`src/rtl/seg7_scan_display.sv`:
```
// seg7_scan_display
//   Scans an 8-digit common-anode seven-segment display with the 32-bit value
//   from out_port0, one hex nibble per digit. A prescaler sets how long each
//   digit slot lasts. The displayed value is a shadow copy that is reloaded
//   only when the last digit slot ends, so a CPU write in the middle of a scan
//   never shows a half-old, half-new value.
//
// Optional build macro: SEG7_LEADING_ZERO_BLANK_EN
//   When defined, a digit i>0 is blanked when it and every more-significant
//   shadow nibble are zero. Digit 0 always shows. Anodes and the decimal point
//   are unaffected. When undefined, every digit is decoded.
//
// Parameters
//   SCAN_DIV    io_clk cycles per digit slot (2 .. 2**20)
//   NUM_DIGITS  number of digits scanned (1 .. 8); digit i shows data[4i+3:4i]
//
// Ports
//   io_clk      in   system clock, rising edge
//   resetn      in   asynchronous active-low reset
//   data_in     in   [31:0] value to display
//   dp_in       in   [7:0]  per-digit decimal point request, 1 = lit
//   enable      in   1 = scanning, 0 = blanked with the scan frozen
//   an_n        out  [7:0]  digit anodes, active-low, at most one low
//   seg_n       out  [6:0]  segments {g,f,e,d,c,b,a}, active-low
//   dp_n        out  decimal point, active-low
//   frame_done  out  one-cycle pulse when the last digit slot of a frame ends

module seg7_scan_display #(
  parameter int unsigned SCAN_DIV   = 50000,
  parameter int unsigned NUM_DIGITS = 8
) (
  input  logic        io_clk,
  input  logic        resetn,
  input  logic [31:0] data_in,
  input  logic [7:0]  dp_in,
  input  logic        enable,
  output logic [7:0]  an_n,
  output logic [6:0]  seg_n,
  output logic        dp_n,
  output logic        frame_done
);

  localparam int unsigned    PW         = $clog2(SCAN_DIV);
  localparam logic [PW-1:0]  PRESC_LAST = PW'(SCAN_DIV - 1);
  localparam logic [2:0]     IDX_LAST   = 3'(NUM_DIGITS - 1);

  // Active-low segment pattern {g,f,e,d,c,b,a} for one hex nibble.
  function automatic logic [6:0] hex_to_seg(input logic [3:0] nib);
    logic [6:0] seg;
    case (nib)
      4'h0:    seg = 7'h40;
      4'h1:    seg = 7'h79;
      4'h2:    seg = 7'h24;
      4'h3:    seg = 7'h30;
      4'h4:    seg = 7'h19;
      4'h5:    seg = 7'h12;
      4'h6:    seg = 7'h02;
      4'h7:    seg = 7'h78;
      4'h8:    seg = 7'h00;
      4'h9:    seg = 7'h10;
      4'hA:    seg = 7'h08;
      4'hB:    seg = 7'h03;
      4'hC:    seg = 7'h46;
      4'hD:    seg = 7'h21;
      4'hE:    seg = 7'h06;
      default: seg = 7'h0E;
    endcase
    return seg;
  endfunction

  logic [PW-1:0] presc_q, presc_d;
  logic [2:0]    idx_q, idx_d;
  logic [31:0]   shadow_q, shadow_d;
  logic [7:0]    shadow_dp_q, shadow_dp_d;
  logic [7:0]    an_q, an_d;
  logic [6:0]    seg_q, seg_d;
  logic          dp_q, dp_d;
  logic          frame_done_q, frame_done_d;

  logic          tick;
  logic          wrap;
  logic [3:0]    cur_nib;
  logic          cur_blank;

  // Slot timing: the prescaler only advances while enabled, so a pause
  // resumes the same digit with whatever part of its slot was left.
  always_comb begin
    tick = enable && (presc_q == PRESC_LAST);
    wrap = tick && (idx_q == IDX_LAST);

    presc_d = presc_q;
    if (enable) begin
      presc_d = tick ? '0 : presc_q + PW'(1);
    end

    idx_d = idx_q;
    if (tick) begin
      idx_d = (idx_q == IDX_LAST) ? 3'd0 : idx_q + 3'd1;
    end

    // The shadow is reloaded only as the last slot ends, giving a stable
    // value for the entire following frame.
    shadow_d     = wrap ? data_in : shadow_q;
    shadow_dp_d  = wrap ? dp_in   : shadow_dp_q;
    frame_done_d = wrap;
  end

`ifdef SEG7_LEADING_ZERO_BLANK_EN
  // lz_blank[i] is set when shadow nibbles i..NUM_DIGITS-1 are all zero.
  // It depends only on the shadow, so it cannot change during a frame.
  logic [7:0] lz_blank;

  always_comb begin
    logic acc;
    acc      = 1'b1;
    lz_blank = '0;
    for (int i = 7; i >= 0; i--) begin
      if (i < int'(NUM_DIGITS)) begin
        acc = acc & (shadow_q[4*i +: 4] == 4'h0);
      end
      lz_blank[i] = (i != 0) && acc;
    end
  end

  assign cur_blank = lz_blank[idx_q];
`else
  assign cur_blank = 1'b0;
`endif

  // Outputs are built from the current index and shadow and registered,
  // so they follow the index by one cycle.
  always_comb begin
    cur_nib = shadow_q[{idx_q, 2'b00} +: 4];
    an_d    = 8'hFF;
    seg_d   = 7'h7F;
    dp_d    = 1'b1;
    if (enable) begin
      an_d  = ~(8'd1 << idx_q);
      seg_d = cur_blank ? 7'h7F : hex_to_seg(cur_nib);
      dp_d  = ~shadow_dp_q[idx_q];
    end
  end

  always_ff @(posedge io_clk or negedge resetn) begin
    if (!resetn) begin
      presc_q      <= '0;
      idx_q        <= 3'd0;
      shadow_q     <= 32'h0;
      shadow_dp_q  <= 8'h0;
      an_q         <= 8'hFF;
      seg_q        <= 7'h7F;
      dp_q         <= 1'b1;
      frame_done_q <= 1'b0;
    end else begin
      presc_q      <= presc_d;
      idx_q        <= idx_d;
      shadow_q     <= shadow_d;
      shadow_dp_q  <= shadow_dp_d;
      an_q         <= an_d;
      seg_q        <= seg_d;
      dp_q         <= dp_d;
      frame_done_q <= frame_done_d;
    end
  end

  assign an_n       = an_q;
  assign seg_n      = seg_q;
  assign dp_n       = dp_q;
  assign frame_done = frame_done_q;

endmodule

```
`config.mk`:
```
export PLATFORM = sky130hd
export DESIGN_NAME = seg7_scan_display
export DESIGN_NICKNAME = d
export VERILOG_FILES = /design/src/rtl/seg7_scan_display.sv
export SDC_FILE = /design/constraint.sdc
export NUM_CORES = 1
export LEC_CHECK = 0
export BUFFER_PORTS_ARGS = -buffer_cell sky130_fd_sc_hd__buf_2
export CORE_MARGIN = 3
export CORE_UTILIZATION = 35
export CTS_CLUSTER_DIAMETER = 100
export DETAILED_ROUTE_END_ITERATION = 10
export PLACE_DENSITY = 0.55
export SLEW_MARGIN = 20
export SYNTH_ARGS = -nofsm -noshare
export SYNTH_HDL_FRONTEND = slang
export SYNTH_SLANG_ARGS = --single-unit
```
`constraint.sdc`:
```
create_clock -name io_clk -period 6.2 [get_ports io_clk]
set_clock_uncertainty 0.2 [all_clocks]
set_input_delay 0.31 -clock io_clk [delete_from_list [all_inputs] [get_ports io_clk]]
set_output_delay 0.31 -clock io_clk [all_outputs]
set_load 0.03 [all_outputs]
```
==> results.toml, run 1 <==
[status]
outcome = "finished, final reports clean"

[clock_network]
ctsResizeCount = 0
cts_tree = "done"
cts-buffers-inserted = 9
cts_htree_levels = 3
ctsLongestPathBuffers = 2
clk_latency_ns = 0.36
clockRootBuffer = "clkbuf_8"
clkSlewWorstSetupHoldPaths_ns = 0.08
cts_setup_buffers = 0
clock_sinks = 76

[global_route]
grtUsageMet3_pct = 4.39
globalRouteMet2Util_pct = 21.0
grt_max_degree = 77
grt_overflow_total = 0
met1_usage_pct = 17.8
grt_use_total_pct = 13.4
antenna_found_initial = 0
top_usage_layer = "met2"
grt_pass1_vias = 2461
grt_first_pass_wirelength_um = 12000

[sta]
finalCriticalPeriod_ns = 3.04
drv_slew = 0
setup_viol = 0
fmax_mhz = 329
fin_crit_sh_pct = 49.1
timing.setup.tns_ns = 0
relSlewSlack_pct = 37.1
rsz0062_at_grt = "no"
hold_slack_ns = 0.127
worstMarginPinSlew_ns = 0.943
hold_viol_final = 0

[worst_setup_path]
cp_num_buf_inv = 1
cp-start-kind = "register"
path_cells = "mux4_2, mux2i_1, ha_1, inv_1, nor2_1, a21oi_1, o221ai_1"
ff2ff_path_depth = 7
endpoint_kind = "register"
worstPathArrival_ns = 3.10
path_depth = 7
slowest_stage = "dfrtp_1"
cp.required_ns = 6.25
critPathKind = "register to register"
crit_fanout = 16
cpLargestDelayFamily = "multiplexers"
max_stage_delay_ns = 0.89

[synthesis]
synthTopCellsByCount = "dfrtp_1, mux2_2, nand2_1"
synth-xor-area-share_pct = 3.18
ys_ff_latch = 76
synth_top_area_share_pct = 41.9
ys_types = 41
ys_warn_count = 0
netlist_instances = 272
synth_compound_area_share_pct = 2.59
synthArstFlopShare_pct = 100
synth.most_common_cell = "dfrtp_1"
synth-adder-area-share_pct = 4.54
synth-main-ff-cell = "dfrtp_1"
synth_area_leaders = "dfrtp_1, mux2_2, dfstp_2"
ys_seq_area_share_pct = 53.7
synth_mux_area_share_pct = 22.5
synth.cell_area_um2 = 3580
synth_top_area_cell = "dfrtp_1"
synth.net_count = 328
avgSynthCellArea_um2 = 13.2
synth_edf_count = 0
synth_top_family_by_area = "multiplexers"
yosys.area_share.simple_pct = 9.47

[die]
core_um2 = 9860
start_util_pct = 36.3
row_count = 36
fp.dieH_um = 107
ioPinCount = 60
die_w_um = 107
die-area_um2 = 11500

[detailed_routing]
ant_nets = 0
drc_errors = 0
wl_um = 7000
drt-pass1-iter-count = 6
avgRoutedWirePerCell_um = 13.8
first_iter_violations = 38
via_count = 2356
via_per_inst = 4.65

[hold_path]
min_path_type = "input pin to register"
min_delay_path_depth = 2

[run]
maxCapViolCount = 0

[final_layout]
area_growth_pct = 27.7
drive_gt1_share_pct = 37.7
fillers = 926
diodes = 0
final_cells = 507
fin_nets = 425

[place]
io_buffers = 59
gp_congestion = 0.745
dp.cells = 450
dp_hpwl_um = 4570

[pwr]
power_density_nw_per_um2 = 235
power_mw = 1.07
vdd_ir_drop_max_uv = 113
p_leak_nw = 2.24
cell type report:
class                           instances  area, um^2  area share [%]
Sequential cell                        76        1920            42.0
Multi-Input combinational cell        173        1510            33.1
Timing Repair Buffer                  100         708            15.5
Tap cell                              133         166            3.64
Clock buffer                           10         138            3.01
Clock inverter                          6        93.8            2.05
Inverter                                9        33.8           0.739
path summary, 6_finish.rpt:
kind | startpoint | end | slack (ns)
min | enable | an_n[7] | 0.13
min in group asynchronous | resetn | presc_q[5] | 0.44
max | idx_q[0] | seg_n[5] | 3.16
max in group asynchronous | resetn | shadow_q[8] | 4.74
max reg2reg | idx_q[0] | seg_n[5] | 3.16
min reg2reg | presc_q[15] | presc_q[15] | 0.28
per-layer routing:
layer	routed length, um	up-vias
met5	0	-
met4	66	0
met3	337	6
met2	3390	59
met1	3210	1148
li1	-	1143
registers in the layout, indices dropped and copies added, names as in the netlist:
register / cells
shadow_q: 32
idx_q: 3
an_n: 8
dp_n: 1
seg_n: 7
presc_q: 16
frame_done: 1
shadow_dp_q: 8
worst register-to-register path, cell delays in order (launching register included):
cell      delay, ns
dfrtp_1        0.89
mux4_2         0.63
mux2i_1        0.47
ha_1           0.32
inv_1          0.08
nor2_1         0.11
a21oi_1        0.05
o221ai_1       0.21
placed cells by master (no fill, tap or decap), types with 2 or more instances in the layout:
cell           netlist  routed
and4_1               2       2
mux4_1               2       2
o211ai_1             2       2
dlygate4sd3_1        0      41
nand3_1             10      10
ha_1                13      13
inv_1                8       8
mux2i_1             11      11
clkbuf_8             0      10
o221ai_1             2       2
bufinv_16            0       2
mux2_2              41      41
nand2_1             25      25
inv_6                0       2
and3_1               3       3
dfstp_2             16      16
dfrtp_1             60      60
mux2_1               2       2
nor2_1              16      16
mux4_2               6       6
o21ai_0              3       3
buf_2                3      58
nand4_1              4       4
xnor2_1              6       6
nand2b_1             3       3
xor2_1               7       7
stage by stage:
stage	cell area (um^2)	util, %	worst slack [ns]
5_1_grt	4570	46.4	2.89
6_report	4570	46.4	3.16
3_3_place_gp	3930	39.9	3.10
3_5_place_dp	3930	39.9	3.06
2_1_floorplan	3580	-	3.82
4_1_cts	4570	46.4	3.12
report_power, final:
part | internal, mW | switching [mW] | total [mW]
registers | 0.520 | 0.0252 | 0.545
logic | 0.0518 | 0.0422 | 0.0939
clock network | 0.241 | 0.193 | 0.434
total | 0.813 | 0.261 | 1.07
cells by family after synthesis:
family                     count (synthesis)
DFF                                       76
and+or+nand+nor                           71
muxes                                     63
buffers and inverters                     23
AOI/OAI and AO/OA                         13
xor gates and xnor gates                  13
adders and majority gates                 13
repair_timing:
action | CTS | global route
hold buffers | 41 | 0
hold endpoints to repair | 100 | 0
setup endpoints to repair | 0 | 0
Note: power is estimated with default switching activity, not from simulation.
==> inputs of run 2 (changes only) <==
==> constraint.sdc (replaced) <==
create_clock -name io_clk -period 3.1 [get_ports io_clk]
set_clock_uncertainty 0.2 [all_clocks]
set_input_delay 0.155 -clock io_clk [delete_from_list [all_inputs] [get_ports io_clk]]
set_output_delay 0.155 -clock io_clk [all_outputs]
set_load 0.03 [all_outputs]
==> results.toml, run 2 (synthesized netlist as in run 1, its figures left out) <==
[detailed_routing]
avgRoutedWirePerCell_um = 13.8
drt-pass1-iter-count = 4
via_per_inst = 4.61
via_count = 2365
wl_um = 7080
drc_errors = 0
ant_nets = 0
first_iter_violations = 80

[worst_setup_path]
path_cells = "mux4_2, mux2i_1, ha_1, inv_1, nor2_1, a21oi_1, o221ai_1"
cp-start-kind = "register"
crit_fanout = 11
max_stage_delay_ns = 0.65
cp_num_buf_inv = 1
cp.required_ns = 3.16
endpoint_kind = "register"
slowest_stage = "dfrtp_1"
cpLargestDelayFamily = "multiplexers"
critPathKind = "register to register"
worstPathArrival_ns = 2.75

[pwr]
vdd_ir_drop_max_uv = 290
power.switching_uw = 492
p_seq_share_pct = 55.3
p_int_mw = 1.48
p_comb_share_pct = 9.6
p_leak_nw = 2.25
switching_share_pct = 25.0
power_density_nw_per_um2 = 429
clkPwrFrac_pct = 35.1
power_mw = 1.97

[sta]
finalCriticalPeriod_ns = 2.69
rsz0062_at_grt = "no"
relSlewSlack_pct = 36.7
worstMarginPinSlew_ns = 0.949
fin_crit_sh_pct = 86.9
setup_slack_ns = 0.406
setup_viol = 0
drv_slew = 0
timing.setup.tns_ns = 0
fmax_mhz = 371
hold_viol_final = 0

[place]
gp_congestion = 0.782
dp_slack_ns = 0.379
io_buffers = 59
dp_hpwl_um = 4690

[die]
row_count = 36
start_util_pct = 36.3
die_w_um = 107
core_um2 = 9860
die-area_um2 = 11500
ioPinCount = 60
fp.dieH_um = 107

[final_layout]
fin_nets = 431
largest_reg_flops = 32
fillers = 911
final_cell_mix = "dfrtp_1, buf_2, dlygate4sd3_1"
largest-register = "shadow_q"
diodes = 0
area_growth_pct = 28.0
drive_gt1_share_pct = 38.2
reg_top3 = "shadow_q x32, presc_q x16"
layout_commonest_cell = "dfrtp_1"

[clock_network]
cts_tree = "done"
clock_sinks = 76
clkSlewWorstSetupHoldPaths_ns = 0.08
ctsLongestPathBuffers = 2
cts-buffers-inserted = 9
clockRootBuffer = "clkbuf_8"
clk_latency_ns = 0.35
cts_htree_levels = 3

[global_route]
grt_overflow_total = 0
grt_max_degree = 77
grt_first_pass_wirelength_um = 11800
antenna_found_initial = 0
grt_use_total_pct = 13.1
grt_pass1_vias = 2440

[hold_path]
min_path_type = "register to register"

[status]
outcome = "finished, final reports clean"

[run]
maxCapViolCount = 0
[run 2: cell types whose count changed in the layout (fill, tap and decap cells not counted), sizes merged]
cell / before / now
bufinv: 2 / 0
dlygate4sd3: 41 / 42
clkinv: 1 / 2
inv: 11 / 9
buf: 59 / 64
clkbuf: 10 / 12
clkinvlp: 1 / 2
[run 2: final cells by class]
cell class | count | area [um^2] | share of cell area [%]
Timing Repair Buffer | 106 | 768 | 16.8
Clock inverter | 4 | 25.0 | 0.546
Clock buffer | 12 | 155 | 3.39
Tap cell | 133 | 166 | 3.63
Sequential cell | 76 | 1920 | 41.9
Multi-Input combinational cell | 173 | 1510 | 33.0
Inverter | 9 | 33.8 | 0.737
[run 2: power groups by stage]
stage / logic (mW) / registers (mW) / clock network, mW
final: 0.189 / 1.09 / 0.691
after global routing: 0.220 / 1.10 / 0.759
after CTS: 0.191 / 1.09 / 0.723
after detailed placement: 0.150 / 1.11 / 0
after global placement: 0.148 / 1.11 / 0
after floorplan: 0.0782 / 1.11 / 0
[run 2: stage by stage]
| stage | instances | util, % | cell area [um^2] | hold slack (ns) |
|---|---|---|---|---|
| 4_1_cts | 513 | 46.5 | 4580 | 0.287 |
| 5_1_grt | 513 | 46.5 | 4580 | 0.312 |
| 3_3_place_gp | 455 | 40.4 | 3980 | 0.164 |
| 6_report | 513 | 46.5 | 4580 | 0.279 |
| 2_1_floorplan | 272 | - | 3580 | -0.341 |
| 3_5_place_dp | 455 | 40.4 | 3980 | 0.168 |
[run 2: final timing paths]
kind                             startpoint          end  slack, ns  depth (start not counted)
worst max register to register     idx_q[0]     seg_n[5]       0.41                          7
min in group asynchronous            resetn   presc_q[6]       0.29                          2
max in group asynchronous            resetn  shadow_q[8]       1.79                          2
worst min-delay path            presc_q[15]  presc_q[15]       0.28                          1
worst min register to register  presc_q[15]  presc_q[15]       0.28                          1
worst max-delay path               idx_q[0]     seg_n[5]       0.41                          7
[run 2: layer usage]
layer | vias to the layer above | GRT usage (%) | routed length, um
li1 | 1160 | - | -
met1 | 1144 | 17.0 | 3280
met2 | 54 | 20.6 | 3310
met3 | 7 | 4.58 | 397
met4 | 0 | 4.11 | 87
met5 | - | 0 | 0
[run 2: timing repair]
item / 4_1_cts / 5_1_grt
resized for setup: 0 / 0
hold endpoints to repair: 111 / 0
hold buffers: 42 / 0
setup buffers: 0 / 0
==> inputs of run 3 (changes only) <==
--- a/config.mk
+++ b/config.mk
@@ -5,12 +5,12 @@
 export SDC_FILE = /design/constraint.sdc
 export NUM_CORES = 1
 export LEC_CHECK = 0
-export BUFFER_PORTS_ARGS = -buffer_cell sky130_fd_sc_hd__buf_2
+export BUFFER_PORTS_ARGS = -buffer_cell sky130_fd_sc_hd__buf_4
 export CORE_MARGIN = 3
-export CORE_UTILIZATION = 35
+export CORE_UTILIZATION = 56
 export CTS_CLUSTER_DIAMETER = 100
 export DETAILED_ROUTE_END_ITERATION = 10
-export PLACE_DENSITY = 0.55
+export PLACE_DENSITY = 0.8
 export SLEW_MARGIN = 20
 export SYNTH_ARGS = -nofsm -noshare
 export SYNTH_HDL_FRONTEND = slang
==> results.toml, run 3 (synthesized netlist as in run 1, its figures left out) <==
[status]
outcome = "finished, final reports clean"

[detailed_routing]
drc_errors = 0
avgRoutedWirePerCell_um = 17.3
wl_um = 7850
ant_nets = 0
via_per_inst = 5.43
via_count = 2465
drt-pass1-iter-count = 4
first_iter_violations = 99

[sta]
setup_slack_ns = 0.422
worstMarginPinSlew_ns = 0.923
fin_crit_sh_pct = 86.4
drv_slew = 0
timing.setup.tns_ns = 0
rsz0062_at_grt = "no"
setup_viol = 0
hold_viol_final = 0
finalCriticalPeriod_ns = 2.68
fmax_mhz = 373
relSlewSlack_pct = 38.5

[worst_setup_path]
critPathKind = "register to register"
worstPathArrival_ns = 2.75
cp.required_ns = 3.17
crit_fanout = 11
cp-start-kind = "register"
endpoint_kind = "register"

[clock_network]
cts_htree_levels = 3
clockRootBuffer = "clkbuf_8"
ctsLongestPathBuffers = 2
cts_tree = "done"
clock_sinks = 76
clk_latency_ns = 0.35
cts-buffers-inserted = 9
clkSlewWorstSetupHoldPaths_ns = 0.08
ctsResizeCount = 0

[place]
gp_congestion = 0.814
dp.cells = 396
dp_hpwl_um = 4490
io_buffers = 59
dp_slack_ns = 0.466

[final_layout]
largest-register = "shadow_q"
fin_nets = 430
final_cell_mix = "buf_4, dfrtp_1, dlygate4sd3_1"
diodes = 0
reg_top3 = "shadow_q x32, presc_q x16"
drive_gt1_share_pct = 38.3
largest_reg_flops = 32
area_growth_pct = 31.1
final_cells = 454
layout_commonest_cell = "buf_4"

[die]
start_util_pct = 59.1
ioPinCount = 60
core_um2 = 6060
fp.dieH_um = 86.0
row_count = 28
die_w_um = 86.0
die-area_um2 = 7390

[pwr]
p_seq_share_pct = 50.9
p_comb_share_pct = 9.9
vdd_ir_drop_max_uv = 474
clkPwrFrac_pct = 39.2
power.switching_uw = 505
power_density_nw_per_um2 = 456
p_leak_nw = 2.32
power_mw = 2.14
switching_share_pct = 23.6
p_int_mw = 1.63

[run]
maxCapViolCount = 0

[hold_path]
min_path_type = "input pin to asynchronous set/reset pin"

[global_route]
grt_pass1_vias = 2723
grt_first_pass_wirelength_um = 13300
grt_overflow_total = 0
grt_use_total_pct = 23.9
grt_max_degree = 77
antenna_found_initial = 0
-- run 3: cell count changes in the layout (fill, tap and decap cells not counted) --
| cell | before | now |
|---|---|---|
| buf_2 | 58 | 0 |
| buf_4 | 5 | 62 |
| bufinv_16 | 0 | 2 |
| clkbuf_1 | 1 | 0 |
| clkbuf_8 | 11 | 10 |
| clkinv_2 | 2 | 1 |
| clkinvlp_4 | 2 | 3 |
-- run 3: cell type report --
cell class                 instances  area (um^2)
timing repair buffer             105          906
clock buffer                      10          138
fill                             376         1370
clock inverter                     6         87.6
inverter                           9         33.8
tap                               75         93.8
sequential                        76         1920
multi-input combinational        173         1510
-- run 3: through the flow --
stage / hold slack, ns / util, % / cell area, um^2
2_1_floorplan: -0.341 / - / 3580
3_3_place_gp: 0.143 / 66.8 / 4050
3_5_place_dp: 0.148 / 66.8 / 4050
4_1_cts: 0.286 / 77.4 / 4690
5_1_grt: 0.308 / 77.4 / 4690
6_report: 0.278 / 77.4 / 4690
-- run 3: what timing repair did --
action                                  in CTS  in global routing
buffers inserted                             0                  0
hold buffers                                42                  0
endpoints found under the setup margin       0                  0
hold endpoints to repair                   114                  0
-- run 3: final timing paths --
kind	depth (start not counted)	slack, ns	endpoint	from
setup / recovery	7	0.42	seg_n[3]	idx_q[0]
hold / removal	2	0.28	presc_q[14]	resetn
setup reg to reg	7	0.42	seg_n[3]	idx_q[0]
hold reg to reg	1	0.28	presc_q[15]	presc_q[15]
min in group io_clk	1	0.28	presc_q[15]	presc_q[15]
max in group asynchronous	2	1.81	shadow_q[14]	resetn
-- run 3: critical path, stage by stage, from the launching register on --
cell	delay (ns)
dfrtp_1	0.66
mux4_1	0.65
mux2_2	0.32
inv_1	0.16
ha_1	0.26
inv_1	0.07
mux2i_1	0.08
a22oi_1	0.20
-- run 3: per-layer routing --
metal  global-route usage (%)  vias to the layer above  routed length [um]
met3                     7.49                       22                 381
met2                     39.8                       75                4100
met1                     28.8                     1213                3150
met5                        0                        -                   0
met4                     9.78                        0                 221
li1                         -                     1155                   -
-- run 3: power by group through the flow --
| stage | sequential, mW | combinational [mW] | clock [mW] |
|---|---|---|---|
| floorplan | 1.11 | 0.0782 | 0 |
| global placement | 1.10 | 0.161 | 0 |
| detailed placement | 1.10 | 0.168 | 0 |
| CTS | 1.09 | 0.209 | 0.860 |
| global route | 1.10 | 0.239 | 0.910 |
| finish | 1.09 | 0.212 | 0.839 |
